$ cat src/rtl/fetch_decode_queue_if.sv
// fetch_decode_queue_if
// Bundles the two handshakes of the fetch/decode queue.
//   in_*  : fetch-group producer (IF stage) -> queue
//   out_* : queue -> consumer (ID stage)
// Modports:
//   slave  : the queue itself (accepts in_*, produces out_*)
//   master : the environment (drives in_* and out_ready)
interface fetch_decode_queue_if #(
    parameter int ISSUE_W = 2,
    parameter int DATA_W  = 32
);
    logic                      in_valid;
    logic                      in_ready;
    logic [31:0]               in_pc;
    logic [ISSUE_W*DATA_W-1:0] in_inst;
    logic [ISSUE_W-1:0]        in_mask;

    logic                      out_valid;
    logic                      out_ready;
    logic [31:0]               out_pc;
    logic [ISSUE_W*DATA_W-1:0] out_inst;
    logic [ISSUE_W-1:0]        out_mask;

    modport slave (
        input  in_valid, in_pc, in_inst, in_mask, out_ready,
        output in_ready, out_valid, out_pc, out_inst, out_mask
    );

    modport master (
        output in_valid, in_pc, in_inst, in_mask, out_ready,
        input  in_ready, out_valid, out_pc, out_inst, out_mask
    );
endinterface

$ cat src/rtl/fetch_decode_queue.sv
// fetch_decode_queue
// Circular queue of fetch groups between the IF and ID stages. Each entry holds
// the group PC, ISSUE_W instruction words and a per-slot enable mask.
// Ports:
//   clk   : clock, all state changes on the rising edge
//   rst   : asynchronous active-high reset, empties the queue
//   flush : synchronous discard of all held groups (beats push and pop)
//   count : number of groups currently held
//   bus   : fetch_decode_queue_if.slave (in_* push side, out_* pop side)
// Groups that arrive with an all-zero mask are accepted and silently dropped.
// Head outputs read straight from the storage array and are forced to zero
// whenever the queue is empty, so stale entries never leak out.
module fetch_decode_queue #(
    parameter int ISSUE_W = 2,
    parameter int DEPTH   = 4,
    parameter int DATA_W  = 32
) (
    input  logic                       clk,
    input  logic                       rst,
    input  logic                       flush,
    output logic [$clog2(DEPTH):0]     count,
    fetch_decode_queue_if.slave        bus
);
    localparam int PW = $clog2(DEPTH);
    localparam int CW = PW + 1;

    logic [PW-1:0] head_reg;
    logic [PW-1:0] tail_reg;
    logic [CW-1:0] count_reg;

    // Entry storage: no reset, contents are only visible while count != 0.
    logic [31:0]               pc_mem   [DEPTH];
    logic [ISSUE_W*DATA_W-1:0] inst_mem [DEPTH];
    logic [ISSUE_W-1:0]        mask_mem [DEPTH];

    logic full;
    logic empty;
    logic push;
    logic pop;

    assign full  = (count_reg == CW'(DEPTH));
    assign empty = (count_reg == '0);

    // Ready/valid depend only on registered occupancy: no path from out_ready.
    assign bus.in_ready  = !full;
    assign bus.out_valid = !empty;
    assign count         = count_reg;

    assign push = bus.in_valid && !full && (|bus.in_mask) && !flush;
    assign pop  = !empty && bus.out_ready && !flush;

    always_ff @(posedge clk or posedge rst) begin
        if (rst) begin
            head_reg  <= '0;
            tail_reg  <= '0;
            count_reg <= '0;
        end else if (flush) begin
            head_reg  <= '0;
            tail_reg  <= '0;
            count_reg <= '0;
        end else begin
            // Pointers are exactly log2(DEPTH) bits, so overflow is the wrap.
            if (push) begin
                tail_reg <= tail_reg + PW'(1);
            end
            if (pop) begin
                head_reg <= head_reg + PW'(1);
            end
            case ({push, pop})
                2'b10:   count_reg <= count_reg + CW'(1);
                2'b01:   count_reg <= count_reg - CW'(1);
                default: count_reg <= count_reg;
            endcase
        end
    end

    always_ff @(posedge clk) begin
        if (push) begin
            pc_mem[tail_reg]   <= bus.in_pc;
            inst_mem[tail_reg] <= bus.in_inst;
            mask_mem[tail_reg] <= bus.in_mask;
        end
    end

    assign bus.out_pc = bus.out_valid ? pc_mem[head_reg] : 32'h0;

    generate
        for (genvar gi = 0; gi < ISSUE_W; gi++) begin : g_slot
            assign bus.out_inst[gi*DATA_W +: DATA_W] =
                bus.out_valid ? inst_mem[head_reg][gi*DATA_W +: DATA_W] : '0;
            assign bus.out_mask[gi] =
                bus.out_valid ? mask_mem[head_reg][gi] : 1'b0;
        end
    endgenerate
endmodule

$ cat src/flat_wrapper.sv
// flat-port wrapper written by rule: the top's interface ports become plain ports
module fetch_decode_queue_flat 
#(
    parameter int ISSUE_W = 2,
    parameter int DEPTH   = 4,
    parameter int DATA_W  = 32
)
  (clk, rst, flush, count, bus_in_valid, bus_in_pc, bus_in_inst, bus_in_mask, bus_out_ready, bus_in_ready, bus_out_valid, bus_out_pc, bus_out_inst, bus_out_mask);
  fetch_decode_queue_if #(.ISSUE_W(ISSUE_W), .DATA_W(DATA_W)) bus_i ();
  input  logic clk;
  input  logic rst;
  input  logic flush;
  output logic [$clog2(DEPTH):0] count;
  input wire logic [$bits(bus_i.in_valid)-1:0] bus_in_valid;
  input wire logic [$bits(bus_i.in_pc)-1:0] bus_in_pc;
  input wire logic [$bits(bus_i.in_inst)-1:0] bus_in_inst;
  input wire logic [$bits(bus_i.in_mask)-1:0] bus_in_mask;
  input wire logic [$bits(bus_i.out_ready)-1:0] bus_out_ready;
  output wire logic [$bits(bus_i.in_ready)-1:0] bus_in_ready;
  output wire logic [$bits(bus_i.out_valid)-1:0] bus_out_valid;
  output wire logic [$bits(bus_i.out_pc)-1:0] bus_out_pc;
  output wire logic [$bits(bus_i.out_inst)-1:0] bus_out_inst;
  output wire logic [$bits(bus_i.out_mask)-1:0] bus_out_mask;
  assign bus_i.in_valid = bus_in_valid;
  assign bus_i.in_pc = bus_in_pc;
  assign bus_i.in_inst = bus_in_inst;
  assign bus_i.in_mask = bus_in_mask;
  assign bus_i.out_ready = bus_out_ready;
  assign bus_in_ready = bus_i.in_ready;
  assign bus_out_valid = bus_i.out_valid;
  assign bus_out_pc = bus_i.out_pc;
  assign bus_out_inst = bus_i.out_inst;
  assign bus_out_mask = bus_i.out_mask;
  fetch_decode_queue #(.ISSUE_W(ISSUE_W), .DEPTH(DEPTH), .DATA_W(DATA_W)) u_core (.clk(clk), .rst(rst), .flush(flush), .count(count), .bus(bus_i));
endmodule
$ cat config.mk
export PLATFORM = sky130hd
export DESIGN_NAME = fetch_decode_queue_flat
export DESIGN_NICKNAME = d
export VERILOG_FILES = /design/src/rtl/fetch_decode_queue_if.sv /design/src/rtl/fetch_decode_queue.sv /design/src/flat_wrapper.sv
export SDC_FILE = /design/constraint.sdc
export NUM_CORES = 1
export LEC_CHECK = 0
export CAP_MARGIN = 15
export CELL_PAD_IN_SITES_DETAIL_PLACEMENT = 1
export CELL_PAD_IN_SITES_GLOBAL_PLACEMENT = 1
export CORE_UTILIZATION = 48
export DETAILED_ROUTE_END_ITERATION = 10
export PLACE_DENSITY_LB_ADDON = 0.2
export SLEW_MARGIN = 0
export SYNTH_ARGS = -nofsm -noshare
export SYNTH_HDL_FRONTEND = slang
export SYNTH_SLANG_ARGS = --single-unit
$ cat constraint.sdc
create_clock -name clk -period 4.02 [get_ports clk]
set_clock_uncertainty 0.1 [all_clocks]
set_input_delay 0.402 -clock clk [delete_from_list [all_inputs] [get_ports clk]]
set_output_delay 0.402 -clock clk [all_outputs]
set_load 0.03 [all_outputs]
==> results of run 1 <==
[worst register-to-register path: stages, from the launching register on]
cell and delay (ps):
sky130_fd_sc_hd__dfrtp_1 480, sky130_fd_sc_hd__or3_4 860, sky130_fd_sc_hd__nand2_2 250, sky130_fd_sc_hd__nor3_1 280
sky130_fd_sc_hd__fa_1 260, sky130_fd_sc_hd__nand3b_1 150, sky130_fd_sc_hd__a2bb2oi_1 260, sky130_fd_sc_hd__mux2_4 320
[stage by stage]
stage	total power, uW	utilization (%)	hold slack [ps]	setup slack (ps)	area (um^2)
6_report	13700	62.0	415	580	19200
3_3_place_gp	10200	57.9	514	981	17900
5_1_grt	14200	62.0	404	425	19200
3_5_place_dp	10300	57.9	552	852	17900
2_1_floorplan	8260	-	105	138	15300
4_1_cts	13900	62.0	380	531	19200
[cells by family after synthesis]
family	after synthesis	share of synthesized area (%)
xor gates and xnor gates	4	0.279
and+or+nand+nor	120	4.88
muxes	102	14.8
AOI/OAI and AO/OA	3	0.172
adders and majority gates	5	0.459
DFF	399	78.3
buffers and inverters	38	1.16
[how the worst min path moves through the flow]
| stage | from | endpoint | slack [ps] | cells after the start |
|---|---|---|---|---|
| after floorplan | rst | u_core.count[0]$_DFFE_PP0P_ | 110 | 1 |
| after global placement | u_core.count[1]$_DFFE_PP0P_ | u_core.count[1]$_DFFE_PP0P_ | 510 | 2 |
| after detailed placement | u_core.tail_reg[1]$_DFFE_PP0P_ | u_core.tail_reg[1]$_DFFE_PP0P_ | 550 | 2 |
| after CTS | bus_in_inst[53] | u_core.inst_mem[3][53]$_DFFE_PP_ | 380 | 1 |
| after global routing | bus_in_inst[61] | u_core.inst_mem[3][61]$_DFFE_PP_ | 400 | 1 |
| final | bus_in_inst[61] | u_core.inst_mem[3][61]$_DFFE_PP_ | 420 | 1 |
[routing by layer]
| metal | vias up | GRT usage (%) |
|---|---|---|
| li1 | 3194 | - |
| met1 | 3904 | 27.5 |
| met2 | 241 | 35.3 |
| met3 | 39 | 3.62 |
| met4 | 0 | 5.23 |
| met5 | - | 0 |
[synth_stat cells]
cell type / count / share of area [%]
sky130_fd_sc_hd__clkbuf_2: 1 / 0.033
sky130_fd_sc_hd__nand2_2: 1 / 0.041
sky130_fd_sc_hd__o21ai_0: 1 / 0.033
sky130_fd_sc_hd__nor2_1: 6 / 0.15
sky130_fd_sc_hd__and2_1: 102 / 4.2
sky130_fd_sc_hd__nor3_1: 2 / 0.066
sky130_fd_sc_hd__a2bb2oi_1: 1 / 0.057
sky130_fd_sc_hd__xnor2_1: 1 / 0.057
sky130_fd_sc_hd__nand2b_1: 2 / 0.082
sky130_fd_sc_hd__dfrtp_1: 7 / 1.1
sky130_fd_sc_hd__ha_1: 4 / 0.33
sky130_fd_sc_hd__buf_2: 12 / 0.39
sky130_fd_sc_hd__a211oi_2: 1 / 0.082
sky130_fd_sc_hd__edfxtp_1: 392 / 77
sky130_fd_sc_hd__buf_1: 2 / 0.049
sky130_fd_sc_hd__nand3_1: 1 / 0.033
sky130_fd_sc_hd__clkbuf_1: 15 / 0.37
sky130_fd_sc_hd__nor2b_1: 2 / 0.082
sky130_fd_sc_hd__or3_4: 1 / 0.074
sky130_fd_sc_hd__mux2_1: 1 / 0.074
sky130_fd_sc_hd__mux2i_1: 2 / 0.13
sky130_fd_sc_hd__nor3b_2: 1 / 0.082
sky130_fd_sc_hd__inv_1: 4 / 0.098
sky130_fd_sc_hd__buf_6: 1 / 0.074
sky130_fd_sc_hd__fa_1: 1 / 0.13
sky130_fd_sc_hd__mux4_2: 98 / 14
sky130_fd_sc_hd__buf_4: 3 / 0.15
sky130_fd_sc_hd__nor2_2: 1 / 0.041
sky130_fd_sc_hd__mux2_4: 1 / 0.098
sky130_fd_sc_hd__xor2_2: 1 / 0.11
sky130_fd_sc_hd__nand3b_1: 1 / 0.049
sky130_fd_sc_hd__xor2_1: 2 / 0.11
[power groups by stage]
stage                     combinational, uW  clock, uW  sequential (uW)
final                                  5250       3540             4890
after global routing                   5550       3760             4910
after CTS                              5350       3620             4900
after detailed placement               5300          0             4980
after global placement                 5240          0             4960
after floorplan                        3300          0             4960
[cell usage in the layout (no fill, tap or decap), types with 2 or more instances in the layout]
master	Yosys	final
sky130_fd_sc_hd__nor2b_1	2	2
sky130_fd_sc_hd__buf_12	0	10
sky130_fd_sc_hd__inv_1	4	4
sky130_fd_sc_hd__edfxtp_1	392	392
sky130_fd_sc_hd__clkbuf_1	15	11
sky130_fd_sc_hd__and2_1	102	98
sky130_fd_sc_hd__clkinv_4	0	4
sky130_fd_sc_hd__xor2_1	2	2
sky130_fd_sc_hd__clkinv_1	0	8
sky130_fd_sc_hd__ha_1	4	4
sky130_fd_sc_hd__clkinv_2	0	3
sky130_fd_sc_hd__dfrtp_1	7	5
sky130_fd_sc_hd__clkbuf_16	0	43
sky130_fd_sc_hd__mux4_2	98	98
sky130_fd_sc_hd__nor2_1	6	6
sky130_fd_sc_hd__clkdlybuf4s50_1	0	205
sky130_fd_sc_hd__dfrtp_4	0	2
sky130_fd_sc_hd__nor3_1	2	2
sky130_fd_sc_hd__clkinvlp_4	0	2
sky130_fd_sc_hd__nand2b_1	2	2
sky130_fd_sc_hd__and2_4	0	4
sky130_fd_sc_hd__mux2i_1	2	2
sky130_fd_sc_hd__buf_4	3	5
[cell type report]
cell class	count	area, um^2
antenna	1	2.50
clock buffer	54	1120
fill	2574	11700
sequential	399	12000
timing repair buffer	221	2300
inverter	4	15.0
multi-input combinational	234	3150
tap	396	495
clock inverter	19	134
[timing repair]
item	4_1_cts	5_1_grt
hold buffers	1	0
hold endpoints to repair	7	0
endpoints found under the setup margin	0	0
==> impl_metrics.toml, run 1 <==
[run_status]
outcome = "finished, final reports clean"

[power_and_ir_drop]
p_seq_share_pct = 35.8
clock_power_share_pct = 25.9
comb_power_share_pct = 38.4
switching_share_pct = 33.2
ir_worst_vdd_mv = 0.589
total_leakage_power_uw = 0.00606
power.density_cell_area_mw_per_mm2 = 714
cellInternalPower_uw = 9140
total_switching_power_uw = 4540

[sta]
max_slew.worst_pin.slew_ps = 1030
final_period_minus_worst_setup_slack_ps = 3440
final.setup.tns_ps = 0
finalHoldViolations = 0
setup_repair_after_global_routing_missed_its_margin = "no"
fmax_mhz = 291
finalMaxSlewViolations = 0
final_setup_vio_count = 0
fin_crit_sh_pct = 85.6
slew-limit-headroom_pct = 31.3

[synth]
mappedNetlistArea_mm2 = 0.0153
synth_warnings = 0
synth-seq-area-share_pct = 78.3
post_synthesis_register_bit_count = 399
yosysUniqueCellTypes = 32
syn_nets = 779
postSynthAreaPerCell_um2 = 22.7
synth_cells = 671

[setup_path]
timing.reg2reg.setup_slack_ps = 940
reg2regPathDepth = 7
crit_type = "flip-flop to output port"
crit_path_end_kind = "output port"
critical_path.slowest_cell = "sky130_fd_sc_hd__dfrtp_4"
path_depth = 4
worstReg2RegStart = "u_core.count[0]$_DFFE_PP0P_"
max_stage_delay_ps = 810
regToRegEndpoint = "u_core.count[2]$_DFFE_PP0P_"
timing.critical_path.buf_inv = 2
worst_ep_arrival_time_ps = 2940
dominant_delay_contributor_by_cell_family_on_the_critical_path = "buffers and inverters"
crit_required_ps = 3520
timing.critical_path.from = "u_core.head_reg[1]$_DFFE_PP0P_"
worst_setup_path_start_kind = "flip-flop"
cp_max_fo = 37
crit_chain = "buf_4, mux4_2, and2_1, clkdlybuf4s50_1"
critPathCapture = "bus_out_pc[27]"

[drt]
route.detailed.drc = 0
met1_length_um = 13800
route.vias.total = 7378
dr.pass1.iters = 4
post_drt_via_cell_ratio = 5.56
wl_met3_um = 1600
topRoutingLayerUsed = "met4"
route.antenna.remaining_nets = 0
wl_per_cell_um = 24.6
drt_wl_total_um = 32700
detailedRoute.firstIterationViolations = 588
wl_met2_um = 16800

[cts]
clock-sinks = 399
ctsLongestPathBuffers = 3
cts_inserted_buffers = 41
cts_post_setup_buffers_inserted = 0
clk_root_buffer_cell = "sky130_fd_sc_hd__clkbuf_16"
clock_tree_from_tritoncts = "done"
cts.reportedPaths.clkPinSlew_ps = 60
h-tree-depth = 2
clk_latency_ps = 530
post_cts_resize_count = 0

[layout]
final_cell_count_no_fill = 1328
flip_flop_count_of_the_largest_register_after_layout = 256
final_layout_size_suffix_gt1_share_pct = 19.3
max_flop_register = "u_core.inst_mem"
area_growth_pct = 25.6
biggestRegsByFlops = "u_core.inst_mem (256), u_core.pc_mem (128), u_core.mask_mem (8)"
design.final.nets = 1009

[global_routing]
grt_antenna_before_repair = 1
maximum_number_of_pins_on_one_net_before_global_route_repair = 104
wire_length_of_the_first_global_routing_pass_um = 49900
track_usage_pct = 20.6
grt_remaining_overflow = 0
first_global_vias = 8205

[hold_path]
min_path_type = "input port to flip-flop"

[place]
place.port_buffers = 205
hpwlAfterDp_um = 19700
dp.cells = 1253
gp_congestion = 0.713

[floorplanning]
placement_rows = 64
num_ports = 206
full_die_area_mm2 = 0.0325
initial_utilization_pct = 49.4
die_width_um = 180
std_cell_core_area_mm2 = 0.0309
die-height_um = 180

[job]
maxCapViolCount = 0
Note: power is estimated with default switching activity, not from simulation.
==> run 2, diff against run 1 <==
--- a/config.mk
+++ b/config.mk
@@ -8,6 +8,7 @@
 export CAP_MARGIN = 15
 export CELL_PAD_IN_SITES_DETAIL_PLACEMENT = 1
 export CELL_PAD_IN_SITES_GLOBAL_PLACEMENT = 1
+export CORE_MARGIN = 5
 export CORE_UTILIZATION = 48
 export DETAILED_ROUTE_END_ITERATION = 10
 export PLACE_DENSITY_LB_ADDON = 0.2
==> run 2 against run 1 <==
Sequential power barely moved; largest power group unchanged; design area fell by 0.16%; combinational power barely moved; sequential share of layout area rose by 0.10 points; critical path type unchanged; global-route usage fell by 2.4 points; via count fell by 1.8%.
==> impl_metrics.toml, run 2 (synthesis gave the netlist of run 1 again) <==
[sta]
finalMaxSlewViolations = 0
final_setup_vio_count = 0
fmax_mhz = 295
finalHoldViolations = 0
setup_ws_ps = 632
final_period_minus_worst_setup_slack_ps = 3390
max_slew.worst_pin.slew_ps = 1020
setup_repair_after_global_routing_missed_its_margin = "no"
final.setup.tns_ps = 0
fin_crit_sh_pct = 84.3
slew-limit-headroom_pct = 32.2

[job]
maxCapViolCount = 0

[setup_path]
worst_ep_arrival_time_ps = 2890
path_depth = 3
cp_max_fo = 103
crit_type = "flip-flop to output port"
reg2regPathDepth = 7
dominant_delay_contributor_by_cell_family_on_the_critical_path = "simple AND/OR/NAND/NOR gates"
worst_setup_path_start_kind = "flip-flop"
crit_path_end_kind = "output port"
crit_chain = "or3_4, and2_1, clkdlybuf4s50_1"
crit_required_ps = 3520
max_stage_delay_ps = 840
timing.critical_path.buf_inv = 1
critical_path.slowest_cell = "sky130_fd_sc_hd__or3_4"

[global_routing]
grt_antenna_before_repair = 6
grt_use_met3_pct = 4.28
wire_length_of_the_first_global_routing_pass_um = 49700
grtUsageMet2_pct = 31.3
track_usage_pct = 18.2
first_global_vias = 8279
groute.layer.met1.usage_pct = 23.6
maximum_number_of_pins_on_one_net_before_global_route_repair = 104
grt.busiest_layer = "met2"
grt_remaining_overflow = 0

[cts]
h-tree-depth = 2
cts_post_setup_buffers_inserted = 0
ctsLongestPathBuffers = 3
cts.reportedPaths.clkPinSlew_ps = 60
cts_hold_repair.buffers = 0
clock_tree_from_tritoncts = "done"
post_cts_resize_count = 0
clk_root_buffer_cell = "sky130_fd_sc_hd__clkbuf_16"
clock-sinks = 399
clk_latency_ps = 510
cts_inserted_buffers = 40

[power_and_ir_drop]
ir_worst_vdd_mv = 0.948
cellInternalPower_uw = 9310
comb_power_share_pct = 38.0
clock_power_share_pct = 26.6
switching_share_pct = 32.4
total_leakage_power_uw = 0.00604
p_seq_share_pct = 35.5
power.density_cell_area_mw_per_mm2 = 720
total_switching_power_uw = 4460

[floorplanning]
die-height_um = 188
initial_utilization_pct = 48.5
die_width_um = 188
std_cell_core_area_mm2 = 0.0315
num_ports = 206
full_die_area_mm2 = 0.0355
placement_rows = 65

[layout]
design.final.nets = 1002
area_growth_pct = 25.4
layout_common_cells = "sky130_fd_sc_hd__edfxtp_1, sky130_fd_sc_hd__clkdlybuf4s50_1, sky130_fd_sc_hd__mux4_2, sky130_fd_sc_hd__and2_1, sky130_fd_sc_hd__clkbuf_16"
max_flop_register = "u_core.inst_mem"
final_layout_size_suffix_gt1_share_pct = 18.9
flip_flop_count_of_the_largest_register_after_layout = 256
mostFrequentLayoutCell = "sky130_fd_sc_hd__edfxtp_1"
biggestRegsByFlops = "u_core.inst_mem (256), u_core.pc_mem (128), u_core.mask_mem (8)"

[drt]
route.antenna.remaining_nets = 0
dr.pass1.iters = 4
post_drt_via_cell_ratio = 5.46
route.vias.total = 7244
drt_wl_total_um = 32000
detailedRoute.firstIterationViolations = 508
route.detailed.drc = 0
wl_per_cell_um = 24.1

[hold_path]
min_path_type = "input port to async pin"

[run_status]
outcome = "finished, final reports clean"

[place]
hpwlAfterDp_um = 19000
detailedPlace.worstSlack_ps = 985
gp_congestion = 0.729
place.port_buffers = 205
-- run 2: cell types whose count changed in the layout (fill, tap and decap cells not counted), sizes merged --
cell	previous run	this run
bufinv	1	5
clkinvlp	2	0
diode	1	3
clkinv	15	10
dlygate4sd3	1	0
buf	15	10
inv	5	4
-- run 2: final cells by class --
| class | count | area, um^2 |
|---|---|---|
| Clock buffer | 54 | 1080 |
| Antenna cell | 3 | 7.51 |
| Multi-Input combinational cell | 234 | 3150 |
| Sequential cell | 399 | 12000 |
| Fill cell | 2627 | 12300 |
| Timing Repair Buffer | 215 | 2230 |
| Tap cell | 402 | 503 |
| Inverter | 4 | 15.0 |
| Clock inverter | 15 | 195 |
-- run 2: stage by stage --
stage | area (um^2) | hold slack [ps] | utilization, % | total power, uW | std cells
3_3_place_gp | 17800 | 458 | 56.7 | 10200 | 1254
3_5_place_dp | 17800 | 500 | 56.7 | 10300 | 1254
5_1_grt | 19100 | 40.9 | 60.8 | 14400 | 1325
6_report | 19100 | 31.3 | 60.8 | 13800 | 1326
2_1_floorplan | 15300 | 105 | - | 8260 | 671
4_1_cts | 19100 | 16.1 | 60.8 | 14000 | 1323
-- run 2: power groups by stage --
stage / Sequential, uW / Combinational (uW) / Clock, uW
final: 4890 / 5230 / 3660
after floorplan: 4960 / 3300 / 0
after global routing: 4900 / 5540 / 3960
after detailed placement: 4970 / 5330 / 0
after global placement: 4950 / 5260 / 0
after CTS: 4890 / 5370 / 3750
-- run 2: final timing paths --
path	startpoint	slack, ps	endpoint
hold / removal	rst	30	u_core.head_reg[1]$_DFFE_PP0P_
max in group asynchronous	rst	3540	u_core.head_reg[0]$_DFFE_PP0P_
min in group clk	bus_in_inst[30]	420	u_core.inst_mem[0][30]$_DFFE_PP_
hold reg to reg	u_core.tail_reg[1]$_DFFE_PP0P_	500	u_core.tail_reg[1]$_DFFE_PP0P_
setup reg to reg	u_core.count[0]$_DFFE_PP0P_	940	u_core.count[2]$_DFFE_PP0P_
setup / recovery	u_core.count[0]$_DFFE_PP0P_	630	bus_out_inst[62]
-- run 2: routing by layer --
metal  part of all wire (%)  wire length, um
met5                   0.13               42
met4                    1.9              623
met3                    6.1             1960
met2                     52            16600
met1                     40            12800
==> run 3, diff against run 2 <==
==> constraint.sdc (replaced) <==
create_clock -name clk -period 3.2 [get_ports clk]
set_clock_uncertainty 0.1 [all_clocks]
set_input_delay 0.32 -clock clk [delete_from_list [all_inputs] [get_ports clk]]
set_output_delay 0.32 -clock clk [all_outputs]
set_load 0.03 [all_outputs]
==> run 3 against run 2 <==
Register-to-register slack worse by 550 ps; critical endpoint unchanged; non-clock buffer count up 15; sequential power up 26%; design area up 0.69%.
==> impl_metrics.toml, run 3 (synthesis gave the netlist of run 1 again) <==
[run_status]
outcome = "finished, final reports clean"

[sta]
fin_crit_sh_pct = 97.1
finalHoldViolations = 0
slew-limit-headroom_pct = 59.7
final.setup.tns_ps = 0
final_period_minus_worst_setup_slack_ps = 3110
fmax_mhz = 322
final_setup_vio_count = 0
max_slew.worst_pin.slew_ps = 598
finalMaxSlewViolations = 0

[floorplanning]
die-height_um = 188
full_die_area_mm2 = 0.0355
num_ports = 206
placement_rows = 65
initial_utilization_pct = 48.5
std_cell_core_area_mm2 = 0.0315
die_width_um = 188

[layout]
postLayoutCellArea_mm2 = 0.0193
footprint_of_the_multi_input_gates_mm2 = 0.00315
final_cell_count_no_fill = 1346
ff_latch_area_mm2 = 0.0120
mostFrequentLayoutCell = "sky130_fd_sc_hd__edfxtp_1"
layout_common_cells = "sky130_fd_sc_hd__edfxtp_1, sky130_fd_sc_hd__clkdlybuf4s50_1, sky130_fd_sc_hd__mux4_2, sky130_fd_sc_hd__and2_1, sky130_fd_sc_hd__clkbuf_16"
layout.core_utilization_pct = 61.2
number_of_fillers_in_the_final_layout = 2657
final_layout_size_suffix_gt1_share_pct = 20.8
biggestRegsByFlops = "u_core.inst_mem (256), u_core.pc_mem (128), u_core.mask_mem (8)"
max_flop_register = "u_core.inst_mem"
area_growth_pct = 26.2
flip_flop_count_of_the_largest_register_after_layout = 256
design.final.nets = 1019

[power_and_ir_drop]
power.density_cell_area_mw_per_mm2 = 900
ir_worst_vdd_mv = 0.557
total_leakage_power_uw = 0.00613

[place]
post_dp_cell_area_mm2 = 0.0180
place.port_buffers = 205
hpwlAfterDp_um = 19900
gp_congestion = 0.711
dp.cells = 1265

[global_routing]
grt_remaining_overflow = 0
first_global_vias = 8501
grt_antenna_before_repair = 4
track_usage_pct = 18.6
wire_length_of_the_first_global_routing_pass_um = 50700
maximum_number_of_pins_on_one_net_before_global_route_repair = 45

[cts]
h-tree-depth = 2
cts.reportedPaths.clkPinSlew_ps = 60
clock-sinks = 399
clock_tree_from_tritoncts = "done"
cts_inserted_buffers = 41
ctsLongestPathBuffers = 3
clk_root_buffer_cell = "sky130_fd_sc_hd__clkbuf_16"
clk_latency_ps = 520

[drt]
route.detailed.drc = 0
detailedRoute.firstIterationViolations = 351
route.vias.total = 7330
post_drt_via_cell_ratio = 5.45
drt_wl_total_um = 32700
route.antenna.remaining_nets = 0
dr.pass1.iters = 4
wl_per_cell_um = 24.3

[setup_path]
cp_max_fo = 39
crit_type = "flip-flop to output port"
crit_required_ps = 2780
crit_path_end_kind = "output port"
worst_setup_path_start_kind = "flip-flop"
worst_ep_arrival_time_ps = 2690

[job]
maxCapViolCount = 0

[hold_path]
min_path_type = "input port to flip-flop"
run 3: cell type report:
cell class / count / area share [%]
multi-input cells: 235 / 16.4
well taps: 402 / 2.61
inverters: 4 / 0.0779
repair buffers: 230 / 12.5
clock inverters: 27 / 0.896
clock buffers: 48 / 5.46
diodes: 1 / 0.0130
flip-flops and latches: 399 / 62.1
run 3: final timing paths:
| path | cells after the start | slack, ps | endpoint | startpoint |
|---|---|---|---|---|
| max | 4 | 90 | bus_out_inst[62] | u_core.head_reg[0]$_DFFE_PP0P_ |
| min reg2reg | 2 | 550 | u_core.tail_reg[0]$_DFFE_PP0P_ | u_core.tail_reg[0]$_DFFE_PP0P_ |
| max in group asynchronous | 3 | 2150 | u_core.head_reg[1]$_DFFE_PP0P_ | rst |
| min in group asynchronous | 3 | 560 | u_core.tail_reg[1]$_DFFE_PP0P_ | rst |
| max reg2reg | 7 | 390 | u_core.count[2]$_DFFE_PP0P_ | u_core.count[1]$_DFFE_PP0P_ |
| min | 1 | 330 | u_core.inst_mem[0][62]$_DFFE_PP_ | bus_in_inst[62] |
run 3: report_power, final:
part	internal [uW]	switching, uW	total (uW)
Combinational	3060	3800	6850
Clock	2440	1900	4340
Sequential	6010	126	6140
Total	11500	5820	17300
run 3: stage by stage:
stage / hold WS [ps] / setup slack [ps] / power, uW
floorplan: 23.4 / 397 / 10400
global route: 306 / -6.73 / 18200
finish: 327 / 93.3 / 17300
detailed placement: 531 / 326 / 13100
global placement: 468 / 483 / 13000
CTS: 303 / 20.5 / 17600
run 3: metal layers:
metal	GRT usage, %	part of all wire [%]	vias to the layer above
met5	0	0.13	-
met4	3.62	1.6	6
met3	4.50	6.0	55
met2	32.3	52	216
met1	24.3	40	3838
li1	-	-	3215
run 3: timing repair:
action	4_1_cts	5_1_grt
hold buffers	1	0
pin swaps	1	1
buffers inserted	0	3
setup endpoints to repair	39	6
cloned	1	0
endpoints found under the hold margin	2	0
resized for setup	1	2
run 3: worst max-delay path, cell delays in order (launching register included):
cell,delay [ps]
sky130_fd_sc_hd__dfrtp_4,470
sky130_fd_sc_hd__buf_16,280
sky130_fd_sc_hd__mux4_2,560
sky130_fd_sc_hd__and2_1,210
sky130_fd_sc_hd__clkdlybuf4s50_1,600
